## src/rtl/mem_port_arbiter.sv

```systemverilog
// Shared memory-port arbiter for the unified-memory pd5 pipeline.
// The load/store requester (D) normally has priority over instruction fetch
// (I). A starvation guard forces an I grant after STARVE_LIMIT consecutive
// D grants that were made while I was waiting. Each access runs for
// MEM_LATENCY cycles against a fixed-latency memory, then one response cycle
// returns the captured data to whichever requester owned the access.

module mem_port_arbiter #(
  parameter int AWIDTH       = 32,
  parameter int DWIDTH       = 32,
  parameter int MEM_LATENCY  = 2,
  parameter int STARVE_LIMIT = 4
) (
  input  logic              clk,
  input  logic              rst,
  input  logic              i_req_i,
  input  logic [AWIDTH-1:0] i_addr_i,
  output logic              i_gnt_o,
  output logic              i_rvalid_o,
  output logic [DWIDTH-1:0] i_rdata_o,
  input  logic              d_req_i,
  input  logic              d_we_i,
  input  logic [AWIDTH-1:0] d_addr_i,
  input  logic [DWIDTH-1:0] d_wdata_i,
  input  logic [2:0]        d_size_i,
  output logic              d_gnt_o,
  output logic              d_rvalid_o,
  output logic [DWIDTH-1:0] d_rdata_o,
  output logic [AWIDTH-1:0] mem_addr_o,
  output logic [DWIDTH-1:0] mem_wdata_o,
  output logic [2:0]        mem_size_o,
  output logic              mem_ren_o,
  output logic              mem_wen_o,
  input  logic [DWIDTH-1:0] mem_rdata_i,
  output logic              busy_o
);

  // Fetches are always full-word reads.
  localparam logic [2:0] MEM_WORD = 3'b010;

  localparam int LAT_W = (MEM_LATENCY > 1) ? $clog2(MEM_LATENCY) : 1;
  localparam int STV_W = $clog2(STARVE_LIMIT + 1);
  localparam logic [LAT_W-1:0] LAT_LAST = LAT_W'(MEM_LATENCY - 1);
  localparam logic [STV_W-1:0] STV_MAX  = STV_W'(STARVE_LIMIT);

  typedef enum logic [1:0] {
    IDLE,
    ACCESS,
    RESP
  } state_t;

  state_t state, state_nxt;

  logic [LAT_W-1:0]  lat_cnt;
  logic [STV_W-1:0]  starve_cnt;
  logic              owner_d_q;
  logic              we_q;
  logic [AWIDTH-1:0] addr_q;
  logic [DWIDTH-1:0] wdata_q;
  logic [2:0]        size_q;
  logic [DWIDTH-1:0] i_rdata_q;
  logic [DWIDTH-1:0] d_rdata_q;

  logic grant;
  logic last_access;

  assign grant       = i_gnt_o | d_gnt_o;
  assign last_access = (state == ACCESS) && (lat_cnt == LAT_LAST);

  assign busy_o     = (state != IDLE);
  assign i_rvalid_o = (state == RESP) && !owner_d_q;
  assign d_rvalid_o = (state == RESP) &&  owner_d_q;
  assign i_rdata_o  = i_rdata_q;
  assign d_rdata_o  = d_rdata_q;

  // Next-state, grant selection and memory-port decode.
  always_comb begin
    // NOTE: every signal written here gets a default first, so no branch can
    // leave one unassigned and infer a latch.
    state_nxt   = state;
    i_gnt_o     = 1'b0;
    d_gnt_o     = 1'b0;
    mem_addr_o  = '0;
    mem_wdata_o = '0;
    mem_size_o  = 3'b000;
    mem_ren_o   = 1'b0;
    mem_wen_o   = 1'b0;
    case (state)
      IDLE: begin
        // Grants are masked while reset is held so every output reads 0.
        if (rst) begin
          if (d_req_i && (!i_req_i || starve_cnt != STV_MAX)) begin
            d_gnt_o = 1'b1;
          end else if (i_req_i) begin
            i_gnt_o = 1'b1;
          end
        end
        if (grant) begin
          state_nxt = ACCESS;
        end
      end
      ACCESS: begin
        mem_addr_o  = addr_q;
        mem_wdata_o = wdata_q;
        mem_size_o  = size_q;
        mem_ren_o   = !we_q;
        // A store writes only in its first access cycle.
        mem_wen_o   = we_q && (lat_cnt == '0);
        if (lat_cnt == LAT_LAST) begin
          state_nxt = RESP;
        end
      end
      RESP: begin
        state_nxt = IDLE;
      end
      default: begin
        state_nxt = IDLE;
      end
    endcase
  end

  // State register.
  always_ff @(posedge clk or negedge rst) begin
    // NOTE: sequential state is updated with non-blocking assignments so all
    // flops sample their inputs from the same point in time.
    if (!rst) begin
      state <= IDLE;
    end else begin
      state <= state_nxt;
    end
  end

  // Latch the winning request and track consecutive D grants over a waiting I.
  always_ff @(posedge clk or negedge rst) begin
    // NOTE: the latched request and data registers are reset as well, because
    // every output must read 0 while reset is asserted.
    if (!rst) begin
      owner_d_q  <= 1'b0;
      we_q       <= 1'b0;
      addr_q     <= '0;
      wdata_q    <= '0;
      size_q     <= 3'b000;
      starve_cnt <= '0;
    end else if (grant) begin
      owner_d_q <= d_gnt_o;
      we_q      <= d_gnt_o & d_we_i;
      addr_q    <= d_gnt_o ? d_addr_i  : i_addr_i;
      wdata_q   <= d_gnt_o ? d_wdata_i : '0;
      size_q    <= d_gnt_o ? d_size_i  : MEM_WORD;
      if (d_gnt_o && i_req_i) begin
        if (starve_cnt != STV_MAX) begin
          starve_cnt <= starve_cnt + STV_W'(1);
        end
      end else begin
        starve_cnt <= '0;
      end
    end
  end

  // Access-cycle counter; sits at 0 outside ACCESS.
  always_ff @(posedge clk or negedge rst) begin
    if (!rst) begin
      lat_cnt <= '0;
    end else if (state == ACCESS) begin
      lat_cnt <= lat_cnt + LAT_W'(1);
    end else begin
      lat_cnt <= '0;
    end
  end

  // Capture read data on the last access cycle; stores return 0.
  always_ff @(posedge clk or negedge rst) begin
    if (!rst) begin
      i_rdata_q <= '0;
      d_rdata_q <= '0;
    end else if (last_access) begin
      if (owner_d_q) begin
        d_rdata_q <= we_q ? '0 : mem_rdata_i;
      end else begin
        i_rdata_q <= mem_rdata_i;
      end
    end
  end

endmodule

```

## config.mk

```make
export PLATFORM = sky130hd
export DESIGN_NAME = mem_port_arbiter
export DESIGN_NICKNAME = d
export VERILOG_FILES = /design/src/rtl/mem_port_arbiter.sv
export SDC_FILE = /design/constraint.sdc
export NUM_CORES = 1
export LEC_CHECK = 0
export CORE_UTILIZATION = 38
export CTS_CLUSTER_DIAMETER = 120
export DETAILED_ROUTE_END_ITERATION = 8
export PLACE_DENSITY = 0.79
export SLEW_MARGIN = 10
export SYNTH_ARGS = -nofsm -noshare
export SYNTH_HDL_FRONTEND = slang
export SYNTH_SLANG_ARGS = --single-unit
```

## constraint.sdc

```tcl
create_clock -name clk -period 1.7 [get_ports clk]
set_input_delay 0.17 -clock clk [delete_from_list [all_inputs] [get_ports clk]]
set_output_delay 0.17 -clock clk [all_outputs]
set_load 0.005 [all_outputs]
```

==> results of run 1 <==
[layer usage]
layer,up-vias,track usage (%),wire [microns]
li1,2632,-,-
met1,2806,29.0,8590
met2,249,41.3,10500
met3,30,7.22,1660
met4,0,9.10,501
met5,-,0,0
[power by group]
group          total [mW]  switching (mW)  leakage [nW]  internal [mW]
logic                9.31            3.37          2.93           5.94
clock network        3.92            1.45         0.294           2.46
registers            5.74           0.913          1.73           4.83
total                19.0            5.73          4.95           13.2
[synth_stat cells (2+ instances only)]
cell	n	share of area, %
sky130_fd_sc_hd__a32o_1	2	0.32
sky130_fd_sc_hd__o21ai_0	33	2.7
sky130_fd_sc_hd__buf_2	5	0.40
sky130_fd_sc_hd__nand2b_1	33	3.3
sky130_fd_sc_hd__inv_1	4	0.24
sky130_fd_sc_hd__buf_4	5	0.60
sky130_fd_sc_hd__nand2_1	97	5.8
sky130_fd_sc_hd__nor2_1	4	0.24
sky130_fd_sc_hd__nor2b_1	3	0.30
sky130_fd_sc_hd__o22ai_1	32	3.2
sky130_fd_sc_hd__and2_1	68	6.8
sky130_fd_sc_hd__ha_1	2	0.40
sky130_fd_sc_hd__a22o_1	69	9.7
sky130_fd_sc_hd__clkbuf_1	39	2.3
sky130_fd_sc_hd__mux2_2	32	5.8
sky130_fd_sc_hd__dfrtp_1	139	56
sky130_fd_sc_hd__and3b_1	3	0.42
[worst max-delay path, delay by kind of cell (launching register included)]
kind / cells / cell delay (ns)
buffers and inverters: 4 / 0.51
flip-flops: 1 / 0.42
AND/OR/NAND/NOR: 2 / 0.31
[repair_timing]
item                                    4_1_cts  5_1_grt
resized for setup                           397       73
buffers inserted                             21        4
hold buffers                                  1        0
endpoints found under the setup margin      107      178
pin swaps                                    45       19
endpoints found under the hold margin       139        0
cloned                                       10        5
[flip-flops by register name, indices dropped and copies added, names as in the netlist]
signal,count
addr_q,32
d_rdata_o,32
i_rdata_o,32
wdata_q,32
size_q,3
starve_cnt,3
state,2
lat_cnt,1
owner_d_q,1
we_q,1
[layout make-up]
cell class / count / area, sq um / share of cell area, %
timing repair buffer: 338 / 3610 / 33.5
sequential: 139 / 3480 / 32.2
multi-input combinational: 388 / 2800 / 25.9
clock buffer: 18 / 429 / 3.97
tap: 216 / 270 / 2.50
clock inverter: 13 / 194 / 1.80
inverter: 4 / 15.0 / 0.139
[worst paths after layout]
kind                               start        endpoint  slack [ns]  depth (start not counted)
min in group asynchronous            rst      wdata_q[5]        0.47                          3
setup / recovery                state[0]  mem_wdata_o[6]       -0.11                          6
hold reg to reg            d_rdata_o[14]   d_rdata_o[14]        0.48                          2
hold / removal               d_size_i[1]       size_q[1]        0.33                          3
setup reg to reg                state[1]    i_rdata_o[5]       -0.07                          6
max in group asynchronous            rst       addr_q[6]        0.68                          3
[stage by stage]
stage	utilization, %	setup TNS (ns)	cell area (sq um)	power [mW]
2_1_floorplan	-	0	6230	8.45
3_3_place_gp	58.7	-4.29	9370	12.5
3_5_place_dp	58.7	-6.54	9370	12.8
4_1_cts	66.1	-11.87	10500	18.6
5_1_grt	67.7	-14.07	10800	20.0
6_report	67.7	-5.91	10800	19.0
[cells by family after synthesis]
| kind of cell | share of synthesized area (%) |
|---|---|
| simple gates | 17.9 |
| compound gates | 16.4 |
| flops | 55.8 |
| buf+inv | 3.68 |
| mux | 5.78 |
| fa+ha+maj | 0.402 |
==> impl_results.md, run 1 <==
* Power density over the cells at approximately 1800 nW/um^2
* Net count after synthesis at between 700 and 800
* Result of the run: finished, violations left
* Cell Count, Final, Fillers Out at 1116
* Worst ir drop on vdd at 903 uV
* Most common cell after layout, fill and taps aside: sky130_fd_sc_hd__clkdlybuf4s50_1
* Antenna violations before repair at 0
* Starting Density at 39.1%
* Quantity of I/O buffers inserted on ports at between 200 and 300
* Largest net degree at the start of global routing at 140
* CP peak stage delay at about 0.42 ns
* Number of global-route vias before repair at about 5500
* Yosys cell types at 28
* I/O Pins at approximately 270
* Synth Register Bits at between 100 and 150
* Layout overhead on the synthesized area at 73.3%
* Min Tclk post-route at roughly 1.8 ns
* Max Buffers Root-to-Sink at 2
* Final routed wirelength across all metal layers at ~21000 microns
* Number of warnings reported in the yosys synthesis log at 0
* Maximum frequency from static timing analysis at between 0.5 and 0.6 GHz
* Period utilisation layout at 107%
* Clock root cell: sky130_fd_sc_hd__clkbuf_16
* Die ar. at 16900 sq um
* Post-place setup slack at -0.115 ns
* Final #Nets at 1026
* Count of fill cells added during filler insertion at ~1200
* Clock input transition at the sequential cells of the worst setup and hold paths at 0.06 ns
* Wire length per cell at about 19 microns
* Most used cells in the layout excluding fill and tap cells: sky130_fd_sc_hd__clkdlybuf4s50_1 (198), sky130_fd_sc_hd__dfrtp_1 (137), sky130_fd_sc_hd__nand2_1 (97)
* RePlAce Congestion at ~0.8
* Die width at ~130 microns
* Max-cap viol count at 0
* CTS tree: yes
* Total number of vias at about 5700
* Std-Cell Core Area at 15900 sq um
* Final Hold Violating Endpoints at 0
* Remaining global-route overflow at 0
* EDFF count, synth at 0
* Final-report max-slew violation count at 0
* Fraction of layout instances using a drive strength above 1 at 30.3%
* # setup viols final at about 120
* Avg Synthesized Cell Area at between 10 and 15 sq um
* Clock insertion delay at the later pin of the skew report at 0.41 ns
* Cell area after technology mapping at between 6000 and 7000 sq um
* Final antenna diode count at 0
* Max_slew headroom at around 51%
* Initial detailed-routing violation count at around 310
* Row count at 46
* Primary FF master, synth: sky130_fd_sc_hd__dfrtp_1
* Category of the critical setup timing path: register to output pin
* Arrival time worst endpoint at 1.64 ns
* Post-placement cell count at roughly 1100
* Via density per instance at roughly 5.1
* Startpoint type of the worst setup path: register
* Setup crit end kind: output pin
* Global-route wire length before repair at roughly 30000 microns
* DPL Wire Length at ~13000 microns
* Clk sink count at 139
* Residual DRC count at 0
* Hold WS at 0.325 ns
* Clock buffer count from CTS at 17
* Number of levels in the clock H-tree at 4
* Share of synthesized registers carrying an async set or reset at 100%
* RSZ-0062 raised after global routing: yes
* Static leakage at ~4.9 nW
* Final antenna-violating net count at 0
* Hold Crit Class: input pin to register
* First-pass iteration count of the detailed router at 4
* Cell chain of the critical path: nor2b_4, buf_12, buf_8, buf_16, and2_4, buf_6
* Sequential share of the synthesized area at a little under three fifths
* Synth Instances at 581
* Slew of the pin with the lowest slew margin at approximately 0.74 ns
* Max stage delay cell, worst path: sky130_fd_sc_hd__dfrtp_2
* Failing checks: negative setup slack
* Critical Path Fanout Max at 5
* Required time reported for the critical path endpoint at 1.53 ns
* Post-route worst setup slack at -0.115 ns
* Height of the die at roughly 130 microns
* Final setup skew at between 0.007 and 0.008 ns
* Total GRT Usage at about a quarter
(Power assumes the default switching activity.)
==> run 2: changes to the inputs <==
CORE_ASPECT_RATIO = 0.6   (was unset)
GPL_ROUTABILITY_DRIVEN = 0   (was unset)
PLACE_DENSITY = 0.77   (was 0.79)
==> run 2 against run 1 <==
The run still ends with negative setup slack left. Die area barely moved. Global-route usage shrank 1.0 points. Fmax down 3.1%. Combinational power increased by 2%. Flip-flop and latch count is the same. Sequential power barely moved. First-iteration DRC count grew 29%. Register-to-register slack worse by 0.10 ns. Hold slack improved by 0.0087 ns. Largest power group unchanged.
==> impl_results.md, run 2 (synthesized netlist as in run 1, its figures left out) <==
* Clock buffer count from CTS at 17 (unchanged)
* Clock network power share at 18.6% (-2.0 points)
* RSZ-0062 raised after global routing: yes
* Residual DRC count at 0 (unchanged)
* Max Buffers Root-to-Sink at 2 (unchanged)
* Total number of vias at 5805 (+1.5%)
* Worst setup slack for register-to-register paths at -0.17 ns (-0.10 ns)
* Final antenna-violating net count at 0 (unchanged)
* Row count at 35 (-24%)
* Largest net degree at the start of global routing at 140 (unchanged)
* Starting Density at 39.7% (+0.66 points)
* Layout overhead on the synthesized area at 74.0%
* Die ar. at 16900 sq um (about the same)
* Global-route wire length before repair at 30600 microns (+0.52%)
* # setup viols final at 123 (+3.4%)
* Power after layout at 18.7 mW (-1.3%)
* Maximum frequency from static timing analysis at 0.534 GHz (-3.1%)
* Final Hold Violating Endpoints at 0 (unchanged)
* DPL Wire Length at 12900 microns (+0.85%)
* Arrival time worst endpoint at 2.15 ns (+0.51 ns)
* Total GRT Usage at 23.2% (-1.0 points)
* Hold Crit Class: input pin to register
* Clock input transition at the sequential cells of the worst setup and hold paths at 0.06 ns (about the same)
* Number of levels in the clock H-tree at 4 (unchanged)
* Max stage delay cell, worst path: sky130_fd_sc_hd__dfrtp_2
* Static leakage at 5.00 nW (+1.1%)
* Max-cap viol count at 0 (unchanged)
* Initial detailed-routing violation count at 398 (+29%)
* Final antenna diode count at 0 (unchanged)
* Clock root cell: sky130_fd_sc_hd__clkbuf_16
* Fraction of power spent switching nets at 32.0% (+1.8 points)
* Final-report max-slew violation count at 0 (unchanged)
* Setup TNS at -11.46 ns (-5.55 ns)
* Remaining global-route overflow at 0 (unchanged)
* Cell family with the largest share of critical-path delay: buffers and inverters
* Post-route worst setup slack at -0.172 ns (-0.0576 ns)
* I/O Pins at 274 (unchanged)
* Required time reported for the critical path endpoint at 1.98 ns (+0.45 ns)
* Antenna violations before repair at 0 (unchanged)
* Final #Nets at 1035 (+0.88%)
* Die width at 167 microns (+29%)
* Cell Count, Final, Fillers Out at 1113 (-0.27%)
* Reported net switching power at 5.99 mW (+4.5%)
* Max_slew headroom at 50.7% (-0.26 points)
* Final routed wirelength across all metal layers at 22400 microns (+5.5%)
* Wire length per cell at 20.1 microns (+5.7%)
* Height of the die at 101 microns (-22%)
* Category of the critical setup timing path: register to register
* Power density over the cells at 1730 nW/um^2 (-1.7%)
* Most common cell after layout, fill and taps aside: sky130_fd_sc_hd__clkdlybuf4s50_1
* Post-placement cell count at 1037 (-1.3%)
* Result of the run: finished, violations left
* Via density per instance at 5.22 (+1.8%)
* Failing checks: negative setup slack
* WP buf/inv at 5 (+1)
* Cell chain of the critical path: buf_6, buf_6, nor3b_4, buf_4, buf_6, o21ai_4, clkbuf_16, a22o_1
* Clock insertion delay at the later pin of the skew report at 0.41 ns (about the same)
* CP peak stage delay at 0.43 ns (about the same)
* Critical Path Fanout Max at 7 (+2)
* Clk sink count at 139 (unchanged)
* Startpoint type of the worst setup path: register
* Final setup skew at 0.0172 ns (+0.00946 ns)
* First-pass iteration count of the detailed router at 4 (unchanged)
* Most used cells in the layout excluding fill and tap cells: sky130_fd_sc_hd__clkdlybuf4s50_1 (198), sky130_fd_sc_hd__dfrtp_1 (138), sky130_fd_sc_hd__nand2_1 (97)
* Most common cell type on the critical path: sky130_fd_sc_hd__buf_6
* Power share of the combinational group at 50.6% (+1.5 points)
* Total internal power at 12.7 mW (-3.8%)
* Part of the total power dissipated in sequential elements at 30.8% (+0.5 points)
* Fraction of layout instances using a drive strength above 1 at 31.8% (+1.4 points)
* Setup crit end kind: register
* Slew of the pin with the lowest slew margin at 0.740 ns (+0.00396 ns)
* Worst ir drop on vdd at 809 uV (-10%)
* CTS tree: yes
* Quantity of I/O buffers inserted on ports at 273 (unchanged)
* Std-Cell Core Area at 15700 sq um (-1.7%)
* Period utilisation layout at 110% (+3.4 points)
* Post-place setup slack at -0.0382 ns (+0.0770 ns)
* Number of global-route vias before repair at 5510 (+0.42%)
* Min Tclk post-route at 1.87 ns (+0.0576 ns)
[run 2: changes by cell type in the layout (fill, tap and decap cells not counted), moves of 5 or more]
cell                        before  now
sky130_fd_sc_hd__buf_16          7    2
sky130_fd_sc_hd__and2_4         56   61
sky130_fd_sc_hd__clkbuf_2        3   18
sky130_fd_sc_hd__and2_1         12    7
sky130_fd_sc_hd__inv_6           1    7
sky130_fd_sc_hd__clkbuf_16      20   30
sky130_fd_sc_hd__buf_6          72   67
[run 2: power by group through the flow]
stage / Clock [mW] / Combinational, mW / Sequential, mW
3_5_place_dp: 0 / 7.09 / 5.68
4_1_cts: 3.57 / 7.39 / 5.65
5_1_grt: 3.71 / 10.1 / 5.95
6_report: 3.49 / 9.48 / 5.76
3_3_place_gp: 0 / 6.97 / 5.63
2_1_floorplan: 0 / 2.88 / 5.57
[run 2: worst paths after layout]
check,from,end,depth (start not counted)
min in group asynchronous,rst,addr_q[4],3
min reg2reg,d_rdata_o[14],d_rdata_o[14],2
max,state[1],wdata_q[0],8
min,d_size_i[1],size_q[1],3
max reg2reg,state[1],wdata_q[0],8
max in group asynchronous,rst,state[1],3
[run 2: stage by stage]
stage	hold slack, ns	area, sq um	util (%)
finish	0.334	10800	69.1
global route	0.316	10800	69.1
CTS	0.304	10200	64.8
detailed placement	0.388	9330	59.5
global placement	0.386	9330	59.5
floorplan	-0.126	6230	-
[run 2: metal layers]
metal	vias to the layer above	track usage, %	wire [microns]
met1	2865	31.5	10100
met5	-	0	0
met3	21	7.50	2050
met4	0	6.56	269
li1	2656	-	-
met2	263	36.0	9960
[run 2: worst register-to-register path, stage by stage (launching register included)]
cell and delay [ns]:
sky130_fd_sc_hd__dfrtp_2 0.43, sky130_fd_sc_hd__buf_6 0.13, sky130_fd_sc_hd__buf_6 0.11, sky130_fd_sc_hd__nor3b_4 0.24, sky130_fd_sc_hd__buf_4 0.15, sky130_fd_sc_hd__buf_6 0.13, sky130_fd_sc_hd__o21ai_4 0.13, sky130_fd_sc_hd__clkbuf_16 0.20
sky130_fd_sc_hd__a22o_1 0.22
[run 2: final cells by class]
class | count | area (sq um)
sequential | 139 | 3480
inverter | 4 | 15.0
tap | 203 | 254
multi-input combinational | 389 | 2830
fill | 1141 | 4840
timing repair buffer | 346 | 3700
clock buffer | 17 | 425
clock inverter | 15 | 130
[run 2: timing repair]
| item | 4_1_cts | 5_1_grt |
|---|---|---|
| gates resized for setup | 156 | 261 |
| cloned | 5 | 19 |
| hold endpoints to repair | 139 | 0 |
| setup buffers | 9 | 13 |
| pin swaps | 3 | 95 |
| hold buffers | 1 | 0 |
| setup endpoints to repair | 142 | 175 |
==> run 3: changes to the inputs <==
--- a/config.mk
+++ b/config.mk
@@ -7,4 +7,5 @@
 export LEC_CHECK = 0
 export CORE_ASPECT_RATIO = 0.6
+export CORE_MARGIN = 8
 export CORE_UTILIZATION = 38
 export CTS_CLUSTER_DIAMETER = 120
==> constraint.sdc (replaced) <==
create_clock -name clk -period 1.7 [get_ports clk]
set_input_delay 0.255 -clock clk [delete_from_list [all_inputs] [get_ports clk]]
set_output_delay 0.255 -clock clk [all_outputs]
set_load 0.005 [all_outputs]
==> run 3 against run 2 <==
The run ends with negative hold slack, negative setup slack left. Fmax decreased by 4.3%. Core utilization decreased by 0.76 points. Flip-flop and latch count unchanged. Largest power group unchanged. Critical endpoint is now mem_addr_o[18]. Global-route usage decreased by 2.7 points. Critical path depth decreased by 1.
==> impl_results.md, run 3 (synthesized netlist as in run 1, its figures left out) <==
* Result of the run: finished, violations left
* Failing checks: negative hold slack, negative setup slack
* Final #Nets at 1040 (+0.48%)
* Worst setup slack for register-to-register paths at -0.13 ns (+0.04 ns)
* DPL Wire Length at 14500 microns (+12%)
* Clock buffer count from CTS at 17 (unchanged)
* I/O Pins at 274 (unchanged)
* Clk sink count at 139 (unchanged)
* Min Tclk post-route at 1.96 ns (+0.0841 ns)
* WP buf/inv at 5 (unchanged)
* Max_slew headroom at 45.3% (-5.4 points)
* Critical Path Fanout Max at 7 (unchanged)
* Antenna violations before repair at 0 (unchanged)
* RSZ-0062 raised after global routing: yes
* Remaining global-route overflow at 0 (unchanged)
* Post-route worst setup slack at -0.256 ns (-0.0841 ns)
* Post-route cell area at 11000 sq um (+1.7%)
* Final-report max-slew violation count at 0 (unchanged)
* Fraction of layout instances using a drive strength above 1 at 30.1% (-1.7 points)
* Number of global-route vias before repair at 5703 (+3.5%)
* Cell chain of the critical path: nor2b_4, buf_6, buf_8, buf_12, buf_6, and2_4, buf_6
* Max-cap viol count at 0 (unchanged)
* CTS tree: yes
* Post-place setup slack at -0.173 ns (-0.135 ns)
* Arrival time worst endpoint at 1.70 ns (-0.45 ns)
* Clock input transition at the sequential cells of the worst setup and hold paths at 0.06 ns (about the same)
* Std-Cell Core Area at 16100 sq um (+2.9%)
* Number of buffers inserted for hold repair after clock tree synthesis at 0 (-1)
* Power density over the cells at 1720 nW/um^2 (-0.29%)
* Total number of vias at 5813 (+0.14%)
* Worst flop-to-flop path endpoint: wdata_q[4]
* Worst ir drop on vdd at 840 uV (+3.8%)
* # setup viols final at 170 (+38%)
* Cell Count, Final, Fillers Out at 1124 (+0.99%)
* Max Buffers Root-to-Sink at 2 (unchanged)
* Height of the die at 115 microns (+14%)
* Layout overhead on the synthesized area at 77.0%
* Setup TNS at -15.65 ns (-4.20 ns)
* Worst Reg-to-Reg Cells at 9 (+1)
* Startpoint type of the worst setup path: register
* Power after layout at 19.0 mW (+1.4%)
* Clock insertion delay at the later pin of the skew report at 0.41 ns (about the same)
* Post-placement cell count at 1044 (+0.68%)
* Clock root cell: sky130_fd_sc_hd__clkbuf_16
* Die ar. at 20900 sq um (+23%)
* Required time reported for the critical path endpoint at 1.44 ns (-0.54 ns)
* Number of levels in the clock H-tree at 4 (unchanged)
* Slew of the pin with the lowest slew margin at 0.821 ns (+0.0806 ns)
* Largest net degree at the start of global routing at 140 (unchanged)
* CP peak stage delay at 0.44 ns (about the same)
* Row count at 36 (+2.9%)
* Period utilisation layout at 115% (+4.9 points)
* Die width at 181 microns (+8.4%)
* Initial detailed-routing violation count at 510 (+28%)
* Final antenna diode count at 0 (unchanged)
* First-pass iteration count of the detailed router at 5 (+1)
* Via density per instance at 5.17 (-0.84%)
* Final routed wirelength across all metal layers at 23900 microns (+7.0%)
* Residual DRC count at 0 (unchanged)
* Starting Density at 38.6% (-1.1 points)
* Hold WS at -0.0754 ns (-0.409 ns)
* Category of the critical setup timing path: register to output pin
* Total GRT Usage at 20.6% (-2.7 points)
* Final setup skew at 0.0151 ns (-0.00204 ns)
* Global-route wire length before repair at 33700 microns (+10%)
* Wire length per cell at 21.3 microns (+6.0%)
* Hold Crit Class: input pin to asynchronous set/reset pin
* Total cell area at the placement stage at 9360 sq um (+0.28%)
* Final design utilization at 68.4% (-0.76 points)
* Most common cell type on the critical path: sky130_fd_sc_hd__buf_6
* Quantity of I/O buffers inserted on ports at 273 (unchanged)
* Max stage delay cell, worst path: sky130_fd_sc_hd__dfrtp_2
* Most used cells in the layout excluding fill and tap cells: sky130_fd_sc_hd__clkdlybuf4s50_1 (198), sky130_fd_sc_hd__dfrtp_1 (138), sky130_fd_sc_hd__nand2_1 (97)
* Maximum frequency from static timing analysis at 0.511 GHz (-4.3%)
* Cell family with the largest share of critical-path delay: buffers and inverters
* Setup crit end kind: output pin
* Final Hold Violating Endpoints at 34 (+34)
* Start of the worst register-to-register path: state[0]
* Most common cell after layout, fill and taps aside: sky130_fd_sc_hd__clkdlybuf4s50_1
* Static leakage at 5.05 nW (+0.91%)
* Final antenna-violating net count at 0 (unchanged)
## run 3: cell count changes in the layout (fill, tap and decap cells not counted), moves of 4 or more
cell and delta:
sky130_fd_sc_hd__clkinv_4 +4, sky130_fd_sc_hd__and2_4 -16, sky130_fd_sc_hd__buf_16 +4, sky130_fd_sc_hd__clkbuf_16 -4, sky130_fd_sc_hd__clkdlybuf4s15_2 +17, sky130_fd_sc_hd__and2_1 +16
sky130_fd_sc_hd__mux2_4 +16, sky130_fd_sc_hd__clkbuf_2 -17, sky130_fd_sc_hd__mux2_2 -16
## run 3: cell type report
cell class              instances  area [sq um]
inverters                       4          15.0
flip-flops and latches        139          3480
multi-input cells             389          2840
clock buffers                  18           439
repair buffers                351          3880
clock inverters                14           113
well taps                     209           262
fillers                      1193          5100
## run 3: worst max-delay path by stage
stage / startpoint / end / slack [ns] / cells after the start
after detailed placement: i_req_i / d_gnt_o / -0.17 / 4
after CTS: state[1] / mem_wdata_o[17] / -0.45 / 4
after floorplan: starve_cnt[0] / starve_cnt[1] / 0.02 / 8
after global routing: state[1] / mem_addr_o[18] / -0.35 / 7
after global placement: i_req_i / d_gnt_o / -0.16 / 4
final: state[1] / mem_addr_o[18] / -0.26 / 7
## run 3: power breakdown
part	switching (mW)	internal, mW	total (mW)	leakage [nW]
logic	3.49	6.25	9.74	3.05
clock network	1.55	1.94	3.49	0.273
registers	0.934	4.83	5.76	1.73
total	5.97	13.0	19.0	5.05
## run 3: metal layers
| metal | part of all wire (%) | global-route usage (%) |
|---|---|---|
| met1 | 44 | 27.3 |
| met2 | 46 | 31.2 |
| met3 | 9.2 | 8.49 |
| met4 | 0.84 | 4.46 |
| met5 | 0 | 0 |
## run 3: timing repair
action,CTS,global route
gates resized for setup,275,164
buffers inserted,14,16
pin swaps,22,18
endpoints found under the setup margin,108,177
gates cloned,8,12
## run 3: worst register-to-register path: cells and delay by family, from the launching register on
family	cells	cell delay (ns)
AOI/OAI and AO/OA	2	0.34
DFF	1	0.39
and+or+nand+nor	1	0.20
buffers and inverters	6	0.80
